<file path="src/rtl/julia_frame_scheduler_if.sv">
// ----------------------------------------------------------------------------
// julia_frame_scheduler_if : config, core-pool and result-stream bundle
// Rev 1.0
// ----------------------------------------------------------------------------
`default_nettype none

interface julia_frame_scheduler_if #(
  parameter int DATA_WIDTH     = 32,
  parameter int MAX_ITER_WIDTH = 16,
  parameter int NUM_CORES      = 4,
  parameter int X_W            = 10,
  parameter int Y_W            = 9
);
  logic                                frame_start_i;
  logic [DATA_WIDTH-1:0]               origin_x_i;
  logic [DATA_WIDTH-1:0]               origin_y_i;
  logic [DATA_WIDTH-1:0]               step_x_i;
  logic [DATA_WIDTH-1:0]               step_y_i;
  logic [DATA_WIDTH-1:0]               cx_i;
  logic [DATA_WIDTH-1:0]               cy_i;
  logic [MAX_ITER_WIDTH-1:0]           max_iter_i;
  logic                                busy_o;
  logic                                frame_done_o;
  logic [NUM_CORES-1:0]                core_start_o;
  logic [DATA_WIDTH-1:0]               core_zx_o;
  logic [DATA_WIDTH-1:0]               core_zy_o;
  logic [DATA_WIDTH-1:0]               core_cx_o;
  logic [DATA_WIDTH-1:0]               core_cy_o;
  logic [MAX_ITER_WIDTH-1:0]           core_max_iter_o;
  logic [NUM_CORES-1:0]                core_done_i;
  logic [NUM_CORES*MAX_ITER_WIDTH-1:0] core_iter_i;
  logic                                res_valid_o;
  logic                                res_ready_i;
  logic [X_W-1:0]                      res_x_o;
  logic [Y_W-1:0]                      res_y_o;
  logic [MAX_ITER_WIDTH-1:0]           res_iter_o;

  modport master (
    input  frame_start_i, origin_x_i, origin_y_i, step_x_i, step_y_i, cx_i, cy_i,
           max_iter_i, core_done_i, core_iter_i, res_ready_i,
    output busy_o, frame_done_o, core_start_o, core_zx_o, core_zy_o, core_cx_o,
           core_cy_o, core_max_iter_o, res_valid_o, res_x_o, res_y_o, res_iter_o
  );

  modport slave (
    output frame_start_i, origin_x_i, origin_y_i, step_x_i, step_y_i, cx_i, cy_i,
           max_iter_i, core_done_i, core_iter_i, res_ready_i,
    input  busy_o, frame_done_o, core_start_o, core_zx_o, core_zy_o, core_cx_o,
           core_cy_o, core_max_iter_o, res_valid_o, res_x_o, res_y_o, res_iter_o
  );
endinterface

`default_nettype wire

</file>
<file path="src/rtl/julia_frame_scheduler.sv">
// ----------------------------------------------------------------------------
// julia_frame_scheduler : raster pixel dispatch to a Julia core pool, RR result collect
// Rev 1.0
// ----------------------------------------------------------------------------
`default_nettype none

module julia_frame_scheduler #(
  parameter int INTEGER_BITS    = 8,
  parameter int FRACTIONAL_BITS = 24,
  parameter int MAX_ITER_WIDTH  = 16,
  parameter int NUM_CORES       = 4,
  parameter int FRAME_W         = 640,
  parameter int FRAME_H         = 480
) (
  input  logic                    clk_i,
  input  logic                    rst_ni,
  julia_frame_scheduler_if.master bus
);
  localparam int DATA_WIDTH = INTEGER_BITS + FRACTIONAL_BITS;
  localparam int X_W        = $clog2(FRAME_W);
  localparam int Y_W        = $clog2(FRAME_H);
  localparam int IDX_W      = (NUM_CORES > 1) ? $clog2(NUM_CORES) : 1;

  typedef enum logic [1:0] {IDLE, DISPATCH, DRAIN, DONE} state_t;

  state_t                state;
  logic [DATA_WIDTH-1:0] origin_x;
  logic [DATA_WIDTH-1:0] step_x;
  logic [DATA_WIDTH-1:0] step_y;
  logic [DATA_WIDTH-1:0] zx;
  logic [DATA_WIDTH-1:0] zy;
  logic [X_W-1:0]        px;
  logic [Y_W-1:0]        py;
  logic [NUM_CORES-1:0]  slot_busy;
  logic [X_W-1:0]        tag_x [NUM_CORES];
  logic [Y_W-1:0]        tag_y [NUM_CORES];
  logic [IDX_W-1:0]      rr_ptr;

  logic                  any_free;
  logic [IDX_W-1:0]      free_idx;
  logic [NUM_CORES-1:0]  eligible;
  logic                  grant_found;
  logic [IDX_W-1:0]      grant_idx;
  logic [IDX_W-1:0]      cand_idx;
  int                    cand;
  logic                  dispatch;
  logic                  grant;
  logic [NUM_CORES-1:0]  start_oh;
  logic [NUM_CORES-1:0]  grant_oh;

  // A slot in its start cycle still sees the previous job's stale done level.
  assign eligible = slot_busy & bus.core_done_i & ~bus.core_start_o;

  always_comb begin
    any_free = 1'b0;
    free_idx = '0;
    for (int k = NUM_CORES - 1; k >= 0; k--) begin
      if (!slot_busy[k]) begin
        any_free = 1'b1;
        free_idx = IDX_W'(k);
      end
    end
  end

  always_comb begin
    grant_found = 1'b0;
    grant_idx   = '0;
    cand        = 0;
    cand_idx    = '0;
    for (int i = 0; i < NUM_CORES; i++) begin
      cand = int'(rr_ptr) + i;
      if (cand >= NUM_CORES) cand = cand - NUM_CORES;
      cand_idx = IDX_W'(cand);
      if (!grant_found && eligible[cand_idx]) begin
        grant_found = 1'b1;
        grant_idx   = cand_idx;
      end
    end
  end

  assign dispatch = (state == DISPATCH) && any_free;
  assign grant    = ((state == DISPATCH) || (state == DRAIN)) && grant_found &&
                    (!bus.res_valid_o || bus.res_ready_i);
  assign start_oh = dispatch ? (NUM_CORES'(1) << free_idx) : '0;
  assign grant_oh = grant ? (NUM_CORES'(1) << grant_idx) : '0;

  always_ff @(posedge clk_i or negedge rst_ni) begin
    if (!rst_ni) begin
      state               <= IDLE;
      bus.busy_o          <= 1'b0;
      bus.frame_done_o    <= 1'b0;
      bus.core_start_o    <= '0;
      bus.core_zx_o       <= '0;
      bus.core_zy_o       <= '0;
      bus.core_cx_o       <= '0;
      bus.core_cy_o       <= '0;
      bus.core_max_iter_o <= '0;
      bus.res_valid_o     <= 1'b0;
      bus.res_x_o         <= '0;
      bus.res_y_o         <= '0;
      bus.res_iter_o      <= '0;
      origin_x            <= '0;
      step_x              <= '0;
      step_y              <= '0;
      zx                  <= '0;
      zy                  <= '0;
      px                  <= '0;
      py                  <= '0;
      slot_busy           <= '0;
      rr_ptr              <= '0;
      for (int k = 0; k < NUM_CORES; k++) begin
        tag_x[k] <= '0;
        tag_y[k] <= '0;
      end
    end else begin
      bus.core_start_o <= '0;
      bus.frame_done_o <= 1'b0;
      slot_busy        <= (slot_busy & ~grant_oh) | start_oh;

      if (grant) begin
        bus.res_valid_o <= 1'b1;
        bus.res_x_o     <= tag_x[grant_idx];
        bus.res_y_o     <= tag_y[grant_idx];
        bus.res_iter_o  <= bus.core_iter_i[grant_idx*MAX_ITER_WIDTH +: MAX_ITER_WIDTH];
        rr_ptr          <= (grant_idx == IDX_W'(NUM_CORES - 1)) ? '0 : grant_idx + 1'b1;
      end else if (bus.res_ready_i) begin
        bus.res_valid_o <= 1'b0;
      end

      case (state)
        IDLE: begin
          if (bus.frame_start_i) begin
            origin_x            <= bus.origin_x_i;
            step_x              <= bus.step_x_i;
            step_y              <= bus.step_y_i;
            bus.core_cx_o       <= bus.cx_i;
            bus.core_cy_o       <= bus.cy_i;
            bus.core_max_iter_o <= bus.max_iter_i;
            zx                  <= bus.origin_x_i;
            zy                  <= bus.origin_y_i;
            px                  <= '0;
            py                  <= '0;
            bus.busy_o          <= 1'b1;
            state               <= DISPATCH;
          end
        end
        DISPATCH: begin
          if (any_free) begin
            bus.core_start_o[free_idx] <= 1'b1;
            bus.core_zx_o              <= zx;
            bus.core_zy_o              <= zy;
            tag_x[free_idx]            <= px;
            tag_y[free_idx]            <= py;
            if (px == X_W'(FRAME_W - 1)) begin
              px <= '0;
              zx <= origin_x;
              py <= py + 1'b1;
              zy <= zy + step_y;
              if (py == Y_W'(FRAME_H - 1)) state <= DRAIN;
            end else begin
              px <= px + 1'b1;
              zx <= zx + step_x;
            end
          end
        end
        DRAIN: begin
          if ((slot_busy == '0) && !bus.res_valid_o) begin
            bus.frame_done_o <= 1'b1;
            state            <= DONE;
          end
        end
        default: begin
          bus.busy_o <= 1'b0;
          state      <= IDLE;
        end
      endcase
    end
  end
endmodule

`default_nettype wire
</file>
<file path="src/flat_wrapper.sv">
// flat-port wrapper written by rule: the top's interface ports become plain ports
module julia_frame_scheduler_flat 
#(
  parameter int INTEGER_BITS    = 8,
  parameter int FRACTIONAL_BITS = 24,
  parameter int MAX_ITER_WIDTH  = 16,
  parameter int NUM_CORES       = 4,
  parameter int FRAME_W         = 640,
  parameter int FRAME_H         = 480
)
  (clk_i, rst_ni, bus_frame_start_i, bus_origin_x_i, bus_origin_y_i, bus_step_x_i, bus_step_y_i, bus_cx_i, bus_cy_i, bus_max_iter_i, bus_core_done_i, bus_core_iter_i, bus_res_ready_i, bus_busy_o, bus_frame_done_o, bus_core_start_o, bus_core_zx_o, bus_core_zy_o, bus_core_cx_o, bus_core_cy_o, bus_core_max_iter_o, bus_res_valid_o, bus_res_x_o, bus_res_y_o, bus_res_iter_o);
  julia_frame_scheduler_if #(.MAX_ITER_WIDTH(MAX_ITER_WIDTH), .NUM_CORES(NUM_CORES)) bus_i ();
  input  logic clk_i;
  input  logic rst_ni;
  input wire logic [$bits(bus_i.frame_start_i)-1:0] bus_frame_start_i;
  input wire logic [$bits(bus_i.origin_x_i)-1:0] bus_origin_x_i;
  input wire logic [$bits(bus_i.origin_y_i)-1:0] bus_origin_y_i;
  input wire logic [$bits(bus_i.step_x_i)-1:0] bus_step_x_i;
  input wire logic [$bits(bus_i.step_y_i)-1:0] bus_step_y_i;
  input wire logic [$bits(bus_i.cx_i)-1:0] bus_cx_i;
  input wire logic [$bits(bus_i.cy_i)-1:0] bus_cy_i;
  input wire logic [$bits(bus_i.max_iter_i)-1:0] bus_max_iter_i;
  input wire logic [$bits(bus_i.core_done_i)-1:0] bus_core_done_i;
  input wire logic [$bits(bus_i.core_iter_i)-1:0] bus_core_iter_i;
  input wire logic [$bits(bus_i.res_ready_i)-1:0] bus_res_ready_i;
  output wire logic [$bits(bus_i.busy_o)-1:0] bus_busy_o;
  output wire logic [$bits(bus_i.frame_done_o)-1:0] bus_frame_done_o;
  output wire logic [$bits(bus_i.core_start_o)-1:0] bus_core_start_o;
  output wire logic [$bits(bus_i.core_zx_o)-1:0] bus_core_zx_o;
  output wire logic [$bits(bus_i.core_zy_o)-1:0] bus_core_zy_o;
  output wire logic [$bits(bus_i.core_cx_o)-1:0] bus_core_cx_o;
  output wire logic [$bits(bus_i.core_cy_o)-1:0] bus_core_cy_o;
  output wire logic [$bits(bus_i.core_max_iter_o)-1:0] bus_core_max_iter_o;
  output wire logic [$bits(bus_i.res_valid_o)-1:0] bus_res_valid_o;
  output wire logic [$bits(bus_i.res_x_o)-1:0] bus_res_x_o;
  output wire logic [$bits(bus_i.res_y_o)-1:0] bus_res_y_o;
  output wire logic [$bits(bus_i.res_iter_o)-1:0] bus_res_iter_o;
  assign bus_i.frame_start_i = bus_frame_start_i;
  assign bus_i.origin_x_i = bus_origin_x_i;
  assign bus_i.origin_y_i = bus_origin_y_i;
  assign bus_i.step_x_i = bus_step_x_i;
  assign bus_i.step_y_i = bus_step_y_i;
  assign bus_i.cx_i = bus_cx_i;
  assign bus_i.cy_i = bus_cy_i;
  assign bus_i.max_iter_i = bus_max_iter_i;
  assign bus_i.core_done_i = bus_core_done_i;
  assign bus_i.core_iter_i = bus_core_iter_i;
  assign bus_i.res_ready_i = bus_res_ready_i;
  assign bus_busy_o = bus_i.busy_o;
  assign bus_frame_done_o = bus_i.frame_done_o;
  assign bus_core_start_o = bus_i.core_start_o;
  assign bus_core_zx_o = bus_i.core_zx_o;
  assign bus_core_zy_o = bus_i.core_zy_o;
  assign bus_core_cx_o = bus_i.core_cx_o;
  assign bus_core_cy_o = bus_i.core_cy_o;
  assign bus_core_max_iter_o = bus_i.core_max_iter_o;
  assign bus_res_valid_o = bus_i.res_valid_o;
  assign bus_res_x_o = bus_i.res_x_o;
  assign bus_res_y_o = bus_i.res_y_o;
  assign bus_res_iter_o = bus_i.res_iter_o;
  julia_frame_scheduler #(.INTEGER_BITS(INTEGER_BITS), .FRACTIONAL_BITS(FRACTIONAL_BITS), .MAX_ITER_WIDTH(MAX_ITER_WIDTH), .NUM_CORES(NUM_CORES), .FRAME_W(FRAME_W), .FRAME_H(FRAME_H)) u_core (.clk_i(clk_i), .rst_ni(rst_ni), .bus(bus_i));
endmodule
</file>
<file path="config.mk">
export PLATFORM = sky130hd
export DESIGN_NAME = julia_frame_scheduler_flat
export DESIGN_NICKNAME = d
export VERILOG_FILES = /design/src/rtl/julia_frame_scheduler_if.sv /design/src/rtl/julia_frame_scheduler.sv /design/src/flat_wrapper.sv
export SDC_FILE = /design/constraint.sdc
export NUM_CORES = 1
export LEC_CHECK = 0
export BUFFER_PORTS_ARGS = -buffer_cell sky130_fd_sc_hd__buf_2
export CORE_ASPECT_RATIO = 2
export CORE_UTILIZATION = 55
export CTS_CLUSTER_SIZE = 28
export DETAILED_ROUTE_END_ITERATION = 7
export PLACE_DENSITY = 0.79
export SLEW_MARGIN = 10
export SYNTH_ARGS = -nofsm -noshare
export SYNTH_HDL_FRONTEND = slang
export SYNTH_SLANG_ARGS = --single-unit
</file>
<file path="constraint.sdc">
create_clock -name clk_i -period 3.1 [get_ports clk_i]
set_clock_uncertainty 0.15 [all_clocks]
set_input_delay 0.465 -clock clk_i [delete_from_list [all_inputs] [get_ports clk_i]]
set_output_delay 0.465 -clock clk_i [all_outputs]
set_load 0.01 [all_outputs]
</file>
==> results, run 1 <==
- The biggest area consumer among synthesized cells is dfrtp_1.
- The global-route wire length before repair is around 100,000 um.
- Across every metal layer, demand over resource in global routing totals between 30% and 40%.
- The via count of the first global-routing pass is 19.9k.
- Counting every instance in the synthesized netlist gives about 2k.
- The share of synthesized area occupied by flip-flops and latches is between 50% and 60%.
- The terminus of the critical flop-to-flop path is u_core.zx[25].
- The pin count of the biggest net entering global routing is 95.
- The aggregate global routing overflow is 0.
- The total I/O pin count is around 470.
- The predominant post-synthesis flop cell is dfrtp_1.
- In this run, synthesis inferred 0 flip-flops with an integrated enable.
- The tightest hold margin is 0.0149 ns.
- The highest-delay cell along the critical path is dfrtp_1.
- The maximum count of clock buffers along a single path is 3.
- The proportion of netlist area held by the largest area contributor is between 50 and 60%.
- Walking the worst path, the cells encountered are ha_1 > a21oi_1 > nor2_1 > o41ai_2 > buf_4 > o21ai_1 > a221o_1 > a31oi_2 > o21ai_1 > xnor2_1 > o21ai_0.
- The area share of fa/ha/maj cells after synthesis is between 4 and 5%.
- Max-cap violations in this run came to 0.
- Dividing the final minimum period by the clock period gives between 90% and 100%.
- The clock period could shrink to 3.05 ns.
- The total of buffers placed on input and output ports is between 400 and 500.
- The post-layout instance count excluding filler cells is ~3.2k.
- The data arrival time of the critical path is between 3 and 4 ns.
- The routed layout has between 15k and 20k vias.
- The placed wire-length estimate after detailed placement is 44,700 um.
- Summed over all layers, the routed wires come to around 66,000 um.
- The clock root buffer is clkbuf_16.
- The maximum fanout along the worst path is 4.
- The post-synthesis net count is ~2.4k.
- The worst setup path is of the flip-flop to flip-flop kind.
- The number of antenna violations at the first check in global routing was 8.
- The relative max-transition margin is approximately 47%.
- The floorplan step set the die height to 284 um.
- The transition time of the tightest slew-check pin is about 0.80 ns.
- Cells with a size suffix above 1 make up 34.5% of the layout.
- The worst slack at placement is -0.0410 ns.
- In this run, placement finished with an instance count of 2,999.
- In this run, CTS created clock tree buffers numbering 40.
- Counting cells, the worst reg-to-reg path comes to 11.
- The die covers between 0.04 and 0.05 mm2.
- The cell row count is about 100.
- The multi-input combinational cells in the finished layout cover a total of between 0.01 and 0.015 mm2.
- Yosys printed 0 warnings.
- The worst setup path is launched from a flip-flop.
- The path class of the tightest hold or removal check is input pin to flip-flop.
- For this run, the detailed router's first-pass iteration total came to 7.
- By area, the combinational part of the netlist is dominated by multiplexers.
- The number of failing hold endpoints at the final stage is 0.
- The effective utilization at floorplan is around 56%.
- Setup violations remaining at the end of the flow were counted as 0.
- The maximum VDD drop is around 0.55 mV.
- The sequential cells in the finished layout cover a total of about 0.011 mm2.
- After synthesis, the most frequently instantiated cells are dfrtp_1, nand2_1, mux2_2, nor2_1, o21ai_0.
- The die extent in x is 143 um.
- The region available for standard cell placement spans 0.0389 mm2.
- Dividing total power by cell area gives a power density of approximately 610 mW/mm2.
- The tree built by TritonCTS fans out to about 450 sinks.
- Along the worst hold path, the cell count comes to 2.
- Clock-pin slew was measured on the worst setup and hold paths at ~0.080 ns.
- The clock latency reported for the late side of the worst-skew pair is between 0.5 and 0.6 ns.
- The congestion estimate from routability-driven global placement came to between 0.9 and 1.
- The post-synthesis share of cell area spent on and, or, nand and nor gates is between 10% and 20%.
- After synthesis, the share of cell area in mux cells is 15.6%.
- The count of unique library cells instantiated by Yosys is between 70 and 80.
- The flow ran to the end, and the final reports show no timing, DRC or antenna violations.
- The net count of the finished layout is between 3k and 4k.
- The maximum level of the CTS H-tree is 2.
- The count of nets left with antenna violations once routing finished came out at 0.
- The worst setup path is captured at a flip-flop.
- In the synthesized netlist the async set-or-reset flop fraction comes to 100%.
- The post-synthesis to final-layout area growth is 28.4%.
- For this run, the top clock speed supported by timing is 328 MHz.
- The first-iteration detailed-routing DRC count is approximately 1.1k.
- The DRC violation count after routing is 0.
- The startpoint of the most critical register-to-register path is u_core.zx[1].
- The TritonCTS clock tree is done.
- After layout, the worst setup slack is 0.0468 ns.
- The required time at the worst-slack endpoint is approximately 3.4 ns.
- The number of buffers and inverters on the critical path is 1.
- Summing the areas of all compound-gate instances in the mapped netlist gives between 10% and 20% of the synthesized area.
- The synthesized netlist occupies a cell area of between 0.02 and 0.025 mm2.
- The mean instance size in the synthesized netlist is 10.6 um2.
- Counting stages on the worst path, the most repeated cell is o21ai_1.
- The family with the most delay on the worst path is compound AO/OA/AOI/OAI gates.
- The synthesized design contains 449 register bits.
- The largest stage delay on the critical path is between 0.4 and 0.5 ns.
- The number of filler cells placed in the layout is ~2.7k.
- In the post-synthesis netlist, the cell with the most instances is dfrtp_1.
- Tracing the worst setup path back leads to its startpoint at u_core.zx[1].
- After Yosys synthesis, XOR and XNOR cells account for 2.69% of the synthesized area.
- The leakage component of the power is roughly 15 nW.
- Measured on the finished design, the core utilization comes to a little under three quarters.
- The average routed wire per standard cell is roughly 20 um.
- In the post-synthesis netlist, the biggest area contributors are dfrtp_1, mux2_2, nand2_1.
- The total count of max-transition violations in the final report is 0.
- The total negative slack for setup checks is 0 ns.
- The setup check on the worst reg-to-reg path leaves a slack of approximately 0.047 ns.
- The worst hold path begins at bus_origin_x_i[22].
- The worst-case hold path end point is u_core.origin_x[22].
- Dividing the detail-routed via count by the number of cells gives a little under 6.
[what timing repair did]
item,in CTS,in global routing
setup endpoints to repair,2,18
pin swaps,2,4
hold buffers,134,0
hold endpoints to repair,217,0
setup buffers,0,1
gates resized for setup,3,23
[flip-flops by register name (all words and copies together) (netlist names), 9 cells and up]
name	flops
u_core.tag_x	40
u_core.tag_y	36
u_core.bus.core_cx_o	32
u_core.bus.core_cy_o	32
u_core.bus.core_zx_o	32
u_core.bus.core_zy_o	32
u_core.origin_x	32
u_core.step_x	32
u_core.step_y	32
u_core.zx	32
u_core.zy	32
u_core.bus.core_max_iter_o	16
u_core.bus.res_iter_o	16
u_core.bus.res_x_o	10
u_core.px	10
u_core.bus.res_y_o	9
u_core.py	9
[stage by stage]
step / power (mW) / area (um2)
4_1_cts: 17.2 / 27900
3_3_place_gp: 11.4 / 25100
2_1_floorplan: 9.71 / 21800
6_report: 17.1 / 28000
5_1_grt: 18.0 / 28000
3_5_place_dp: 11.6 / 25100
[cell type report]
cell class	instances	share of cell area [%]
multi-input combinational	1464	36.5
tap	520	2.32
timing repair buffer	669	15.5
sequential	449	40.1
clock buffer	56	4.12
clock inverter	16	0.970
inverter	32	0.429
antenna	6	0.0536
[worst max-delay path by stage]
stage                     to  slack, ns  depth (start not counted)
2_1_floorplan  u_core.zx[30]       0.34                         10
4_1_cts        u_core.zy[30]      0.002                         11
5_1_grt        u_core.zy[28]      -0.03                         11
3_3_place_gp   u_core.zy[30]      -0.04                         11
6_report       u_core.zx[25]       0.05                         11
3_5_place_dp   u_core.zy[30]      -0.04                         11
[where the power goes]
group	total (mW)	switching [mW]	internal [mW]
sequential	6.79	0.380	6.41
combinational	4.90	3.08	1.82
clock	5.46	2.27	3.19
total	17.1	5.73	11.4
[routing by layer]
layer | vias up | global-route usage, % | share of wire (%)
li1 | 8399 | - | -
met1 | 9063 | 33.8 | 34
met2 | 828 | 59.6 | 53
met3 | 275 | 5.01 | 5.9
met4 | 4 | 23.2 | 7.2
met5 | - | 0 | 0.032
[cells by family (layout without fill, tap and decap cells)]
| logic type | Yosys count | count (layout) |
|---|---|---|
| simple gates | 642 | 642 |
| flops | 449 | 449 |
| compound gates | 377 | 377 |
| mux | 304 | 304 |
| buf+inv | 135 | 773 |
| fa+ha+maj | 74 | 74 |
| xor+xnor | 67 | 67 |
| other cells | 0 | 6 |
[layout by cell type (no fill, tap or decap), types with 23 or more instances in the layout]
master,n
mux2i_1,25
inv_1,31
nand2_1,313
a21o_1,32
nand3_1,57
ha_1,67
o21ai_0,156
buf_2,464
nor2_1,164
xor2_1,31
dfrtp_1,449
and3_1,23
buf_4,59
clkbuf_16,41
a21oi_1,63
dlygate4sd3_1,134
mux2_2,279
xnor2_1,36
Power figures use the tool's default switching activity.
==> inputs of run 2 (changes only) <==
- CELL_PAD_IN_SITES_DETAIL_PLACEMENT: not set -> 0
- CELL_PAD_IN_SITES_GLOBAL_PLACEMENT: not set -> 2
- CORE_UTILIZATION: 55 -> 35
- PLACE_DENSITY: 0.79 -> 0.8
- SETUP_SLACK_MARGIN: not set -> 0.1
==> results, run 2 (synthesis gave the netlist of run 1 again) <==
- The die extent in x came to 179 um (was 143 um).
- The average routed wire per standard cell is 19.8 um (was 20.5 um).
- The tightest hold margin is 0.0220 ns (was 0.0149 ns).
- The final-stage net count is 3,081 (was 3,010).
- The number of setup violations in the final report was 0 (unchanged).
- The cell area power density came to 600 mW/mm2 (was 612 mW/mm2).
- The transition time of the tightest slew-check pin is 1.56 ns (was 0.797 ns).
- The highest-delay cell along the critical path is or4_4 (was dfrtp_1).
- The relative max-transition margin is -3.99% (was 46.9%).
- The buffering stage count on the worst path with inverters included was 1 (unchanged).
- The final period utilization is 95.6% (was 98.5%).
- The minimum setup slack in the final design is 0.136 ns (was 0.0468 ns).
- The number of failing hold endpoints at the final stage is 0 (unchanged).
- The family with the most delay on the worst path is simple AND/OR/NAND/NOR gates (was compound AO/OA/AOI/OAI gates).
- The kind of path behind the tightest hold check is input pin to flip-flop (unchanged).
- The total detailed-routing wirelength is 70,400 um (was 65,800 um).
- The required time at the worst-slack endpoint is 3.42 ns (was 3.40 ns).
- The global-route wire length before repair is 108,000 um (was 103,000 um).
- The clock latency reported for the late side of the worst-skew pair is 0.59 ns (was 0.57 ns).
- The placed standard-cell area came to 0.0256 mm2 (was 0.0251 mm2).
- The maximum operating frequency is 337 MHz (was 328 MHz).
- The pin count of the biggest net entering global routing is 177 (was 95).
- The effective utilization at floorplan was 35.4% (was 56.0%).
- The maximum VDD drop came to 0.501 mV (was 0.550 mV).
- The largest stage delay on the critical path came to 0.68 ns (was 0.44 ns).
- The share of the core filled with cells is 47.3% (was 71.9%).
- The total of buffers placed on input and output ports is 465 (unchanged).
- The maximum fanout along the worst path was 6 (was 4).
- The commonest non-fill, non-tap cell in the layout is buf_2 (unchanged).
- Largest registers: u_core.tag_x: 40 flops, u_core.tag_y: 36 flops (unchanged).
- The total number of vias is 18.2k (was 18.6k).
- The via count of the first global-routing pass was 19.2k (was 19.9k).
- The placed wire-length estimate after detailed placement is 51,400 um (was 44,700 um).
- The total instance count after detailed placement came to 3,287 (was 2,999).
- The kind of start point of the critical path was a flip-flop (unchanged).
- The post-synthesis to final-layout area growth is 33.6% (was 28.4%).
- The count of maximum capacitance violations is 0 (unchanged).
- The clock slew at the register clock pins of the worst setup and hold paths is 0.07 ns (was 0.08 ns).
- The TritonCTS clock tree is done (unchanged).
- The final reports fail on max-slew violations.
- The fraction of layout instances using a drive strength above 1 was 35.7% (was 34.5%).
- Result of the run: finished, violations left (was completed).
- The number of antenna violations at the first check in global routing came to 15 (was 8).
- The total count of max-transition violations in the final report is 38 (was 0).
- The maximum count of clock buffers along a single path came to 3 (unchanged).
- The clock sink count is 449 (unchanged).
- The cell row count is 129 (was 102).
- The CTS buffer count came to 42 (was 40).
- The number of routed nets with antenna violations was 0 (unchanged).
- The leakage component of the power is 15.5 nW (was 15.1 nW).
- The die outline height came to 355 um (was 284 um).
- The routed via count divided by cell count is 5.13 (was 5.78).
- The clock root buffer was clkbuf_16 (unchanged).
- The aggregate global routing overflow came to 0 (unchanged).
- Setup repair after global routing could not meet its margin everywhere.
- The worst slack at placement is -0.196 ns (was -0.0410 ns).
- The type of element capturing the critical path is a flip-flop (unchanged).
- The data arrival time of the critical path is 3.28 ns (was 3.35 ns).
- The maximum level of the CTS H-tree is 2 (unchanged).
- Commonest cells after routing, fill and taps aside: buf_2, dfrtp_1, nand2_1 (unchanged).
- The largest register by flop count is u_core.tag_x (unchanged).
- Worst path cell trace: ha_1 > nand4_1 > or4_4 > a31oi_1 > buf_4 > nand3_1 > nand2_1 > nor4b_1 > or3_1 (was ha_1 > a21oi_1 > nor2_1 > o41ai_2 > buf_4 > o21ai_1 > a221o_1 > a31oi_2 > o21ai_1 > xnor2_1 > o21ai_0).
- The number of flip-flops in the largest register is 40 (unchanged).
- The DRC violation count after routing is 0 (unchanged).
- The core outline area is 0.0617 mm2 (was 0.0389 mm2).
- The post-layout instance count excluding filler cells is 3,548 (was 3,212).
- The total die area came to 0.0634 mm2 (was 0.0405 mm2).
- The cell area after layout is 0.0291 mm2 (was 0.0280 mm2).
- The total routing resource utilization after global routing was 22.1% (was 32.8%).
- The total I/O pin count is 466 (unchanged).
- The critical path class is flip-flop to flip-flop (unchanged).
- The weighted congestion reported at the end of routability-driven placement is 0.901 (was 0.924).
- The clock period minus worst slack is 2.96 ns (was 3.05 ns).
- The first-iteration detailed-routing DRC count is 951 (was 1,077).
- The detailed-routing iteration count for the pre-antenna-repair pass came to 6 (was 7).
==> run 2: cell types whose count changed in the layout (fill, tap and decap cells not counted), moves of 4 or more <==
cell,change
clkbuf_1,-5
dlygate4sd3_1,+29
ha_4,+4
buf_4,+39
ha_1,-4
==> run 2: layer usage <==
layer,share of wire [%],vias to the layer above,global-route usage [%]
met2,54,602,42.3
met4,3.4,22,7.88
met1,36,8899,23.4
li1,-,8556,-
met3,5.9,136,4.42
met5,0.19,-,0
==> run 2: cell type report <==
type,instances,area [um2]
clock inverters,24,337
flip-flops and latches,449,11200
repair buffers,738,4940
diodes,3,7.51
multi-input cells,1464,10400
fillers,5778,32500
well taps,786,983
inverters,32,120
clock buffers,52,1160
==> run 2: final timing paths <==
check                                 startpoint                        to  slack (ns)  cells after the start
max in group asynchronous                 rst_ni           u_core.tag_y[3]        1.54                      4
min in group asynchronous                 rst_ni  u_core.bus.core_cy_o[20]        0.32                      2
worst max register to register     u_core.zx[19]             u_core.zx[28]        0.14                      9
worst min-delay path            bus_step_y_i[19]         u_core.step_y[19]        0.02                      2
worst max-delay path               u_core.zx[19]             u_core.zx[28]        0.14                      9
worst min register to register  u_core.tag_y[19]          u_core.tag_y[19]        0.32                      2
==> run 2: worst register-to-register path: stages, from the launching register on <==
cell and delay [ns]:
dfrtp_1 0.41, ha_1 0.38, nand4_1 0.34, or4_4 0.68, a31oi_1 0.18, buf_4 0.16
nand3_1 0.08, nand2_1 0.10, nor4b_1 0.05, or3_1 0.32
==> run 2: power by group <==
part           internal [mW]  switching [mW]
Combinational           1.87            3.14
Clock                   3.27            2.44
Sequential              6.41           0.354
Total                   11.5            5.93
==> run 2: stage by stage <==
step | power (mW) | TNS (ns)
floorplan | 9.71 | 0
global placement | 11.7 | -0.559
detailed placement | 11.8 | -0.626
CTS | 17.8 | 0
global route | 18.5 | 0
finish | 17.5 | 0
==> run 2: timing repair <==
| action | CTS | global route |
|---|---|---|
| gates resized for setup | 21 | 26 |
| pin swaps | 8 | 27 |
| setup buffers | 11 | 8 |
| hold buffers | 163 | 0 |
| endpoints found under the hold margin | 240 | 0 |
| setup endpoints to repair | 12 | 15 |
==> inputs of run 3 (changes only) <==
- CORE_UTILIZATION: 35 -> 31
- PLACE_DENSITY: 0.8 -> 0.75
- clock period: 3.1 -> 2.6 ns (I/O delays scaled with it)
==> results, run 3 (synthesis gave the netlist of run 1 again) <==
- The number of failing hold endpoints at the final stage is 0 (unchanged).
- The placed wire-length estimate after detailed placement is 51,600 um (was 51,400 um).
- The count of maximum capacitance violations is 0 (unchanged).
- The buffering stage count on the worst path with inverters included came to 1 (unchanged).
- The leakage component of the power is 16.5 nW (was 15.5 nW).
- The final period utilization is 111% (was 95.6%).
- The DRC violation count after routing is 0 (unchanged).
- The total count of max-transition violations in the final report is 0 (was 38).
- Worst path cell trace: ha_4 > and3_4 > a221o_1 > a31oi_2 > o31ai_4 > o311ai_2 > buf_4 > nand2_2 > a31oi_4 > xnor2_1 > a221o_1 (was ha_1 > nand4_1 > or4_4 > a31oi_1 > buf_4 > nand3_1 > nand2_1 > nor4b_1 > or3_1).
- The final-stage net count is 3,260 (was 3,081).
- The maximum operating frequency is 346 MHz (was 337 MHz).
- The routed via count divided by cell count came to 4.87 (was 5.13).
- The total detailed-routing wirelength is 71,500 um (was 70,400 um).
- Unrepaired setup endpoints after global routing: yes (unchanged).
- The number of routed nets with antenna violations is 0 (unchanged).
- The data arrival time of the critical path came to 3.20 ns (was 3.28 ns).
- The die extent in x was 190 um (was 179 um).
- The cell area power density is 678 mW/mm2 (was 600 mW/mm2).
- The kind of path behind the tightest hold check is input pin to flip-flop (unchanged).
- The number of setup violations in the final report is 13 (was 0).
- The clock sink count is 449 (unchanged).
- The core outline area is 0.0696 mm2 (was 0.0617 mm2).
- The total negative slack for setup checks was -1.56 ns (was 0 ns).
- The detailed-routing iteration count for the pre-antenna-repair pass came to 5 (was 6).
- Largest registers: u_core.tag_x: 40 flops, u_core.tag_y: 36 flops (unchanged).
- The first-iteration detailed-routing DRC count was 746 (was 951).
- The pin count of the biggest net entering global routing is 102 (was 177).
- The clock period minus worst slack is 2.89 ns (was 2.96 ns).
- The global-route wire length before repair is 111,000 um (was 108,000 um).
- The average routed wire per standard cell is 18.6 um (was 19.8 um).
- The number of flip-flops in the largest register was 40 (unchanged).
- Result of the run: finished, violations left (unchanged).
- The cell row count is 137 (was 129).
- The post-synthesis to final-layout area growth came to 44.7% (was 33.6%).
- The effective utilization at floorplan came to 31.3% (was 35.4%).
- The largest register by flop count is u_core.tag_x (unchanged).
- The TritonCTS clock tree is done (unchanged).
- The CTS buffer count was 44 (was 42).
- Failing checks: negative setup slack (was max-slew violations).
- The total number of vias is 18.7k (was 18.2k).
- The kind of start point of the critical path is a flip-flop (unchanged).
- The relative max-transition margin was 56.4% (was -3.99%).
- The highest-delay cell along the critical path is dfrtp_1 (was or4_4).
- The total of buffers placed on input and output ports is 465 (unchanged).
- The maximum count of clock buffers along a single path came to 3 (unchanged).
- The clock root buffer is clkbuf_16 (unchanged).
- The commonest non-fill, non-tap cell in the layout was buf_2 (unchanged).
- The maximum level of the CTS H-tree is 2 (unchanged).
- The total routing resource utilization after global routing is 19.9% (was 22.1%).
- The largest stage delay on the critical path was 0.41 ns (was 0.68 ns).
- The maximum fanout along the worst path is 3 (was 6).
- The die outline height is 377 um (was 355 um).
- The post-layout instance count excluding filler cells is 3,848 (was 3,548).
- The fraction of layout instances using a drive strength above 1 is 41.4% (was 35.7%).
- The total I/O pin count is 466 (unchanged).
- In this design, the critical path's most frequently occurring cell is a221o_1.
- The via count of the first global-routing pass is 20.3k (was 19.2k).
- The maximum VDD drop is 0.502 mV (was 0.501 mV).
- The critical path class is flip-flop to flip-flop (unchanged).
- The total instance count after detailed placement is 3,530 (was 3,287).
- The minimum setup slack in the final design was -0.288 ns (was 0.136 ns).
- The transition time of the tightest slew-check pin came to 0.654 ns (was 1.56 ns).
- The family with the most delay on the worst path is compound AO/OA/AOI/OAI gates (was simple AND/OR/NAND/NOR gates).
- Commonest cells after routing, fill and taps aside: buf_2, dfrtp_1, nand2_1 (unchanged).
- The aggregate global routing overflow was 0 (unchanged).
- The clock slew at the register clock pins of the worst setup and hold paths is 0.07 ns (about the same).
- The type of element capturing the critical path is a flip-flop (unchanged).
- The total die area was 0.0715 mm2 (was 0.0634 mm2).
- The number of antenna violations at the first check in global routing is 6 (was 15).
- The required time at the worst-slack endpoint was 2.91 ns (was 3.42 ns).
- The weighted congestion reported at the end of routability-driven placement came to 0.835 (was 0.901).
- The clock latency reported for the late side of the worst-skew pair is 0.58 ns (was 0.59 ns).
[run 3: cell count changes in the layout (fill, tap and decap cells not counted), moves of 17 or more]
cell / previous run / this run
buf_4: 98 / 219
dlygate4sd3_1: 163 / 200
o21ai_0: 153 / 117
o21ai_1: 16 / 39
ha_1: 63 / 45
buf_6: 0 / 17
[run 3: per-stage QoR]
stage                     hold slack, ns  setup WS (ns)  util (%)  area [um2]  power (mW)
after floorplan                  -0.0556        -0.0359         -       22100        11.6
after global placement             0.176         -0.371      38.8       27000        14.2
after detailed placement           0.176         -0.411      38.8       27000        14.3
after CTS                        0.00271         -0.264      44.6       31100        21.6
after global routing              0.0187         -0.385      45.3       31600        22.7
final                             0.0422         -0.288      45.3       31600        21.4
[run 3: worst register-to-register path, stage by stage (launching register included)]
cell and delay [ns]:
dfrtp_1 0.41, ha_4 0.25, and3_4 0.18, a221o_1 0.32, a31oi_2 0.20, o31ai_4 0.13, o311ai_2 0.29, buf_4 0.18
nand2_2 0.07, a31oi_4 0.20, xnor2_1 0.10, a221o_1 0.29
[run 3: cell type report]
type / count / area [um2]
fillers: 6688 / 38000
flip-flops and latches: 449 / 11200
multi-input cells: 1464 / 11100
repair buffers: 915 / 6450
clock buffers: 65 / 1320
well taps: 903 / 1130
clock inverters: 14 / 205
inverters: 32 / 120
diodes: 6 / 15.0
[run 3: per-layer routing]
layer	wire length (um)	track usage, %
met3	3370	3.11
met2	38400	37.7
met5	13	0
met4	2500	7.62
met1	27200	21.7
[run 3: worst paths after layout]
check | slack, ns | startpoint | depth (start not counted) | to
max | -0.29 | u_core.zy[19] | 11 | u_core.zy[28]
min | 0.04 | bus_origin_y_i[26] | 3 | u_core.zy[26]
max reg2reg | -0.29 | u_core.zy[19] | 11 | u_core.zy[28]
min reg2reg | 0.32 | u_core.tag_y[10] | 2 | u_core.tag_y[10]
max in group asynchronous | 1.23 | rst_ni | 3 | u_core.bus.core_cy_o[28]
min in group asynchronous | 0.18 | rst_ni | 2 | u_core.bus.core_cx_o[10]
[run 3: where the power goes]
part,internal (mW),leakage (nW),switching (mW)
logic,2.55,9.69,3.92
clock network,4.02,0.753,2.88
registers,7.64,6.09,0.384
[run 3: timing repair]
action / 4_1_cts / 5_1_grt
pin swaps: 71 / 64
endpoints found under the setup margin: 51 / 83
hold buffers: 200 / 0
setup buffers: 20 / 17
gates resized for setup: 108 / 75
endpoints found under the hold margin: 313 / 0
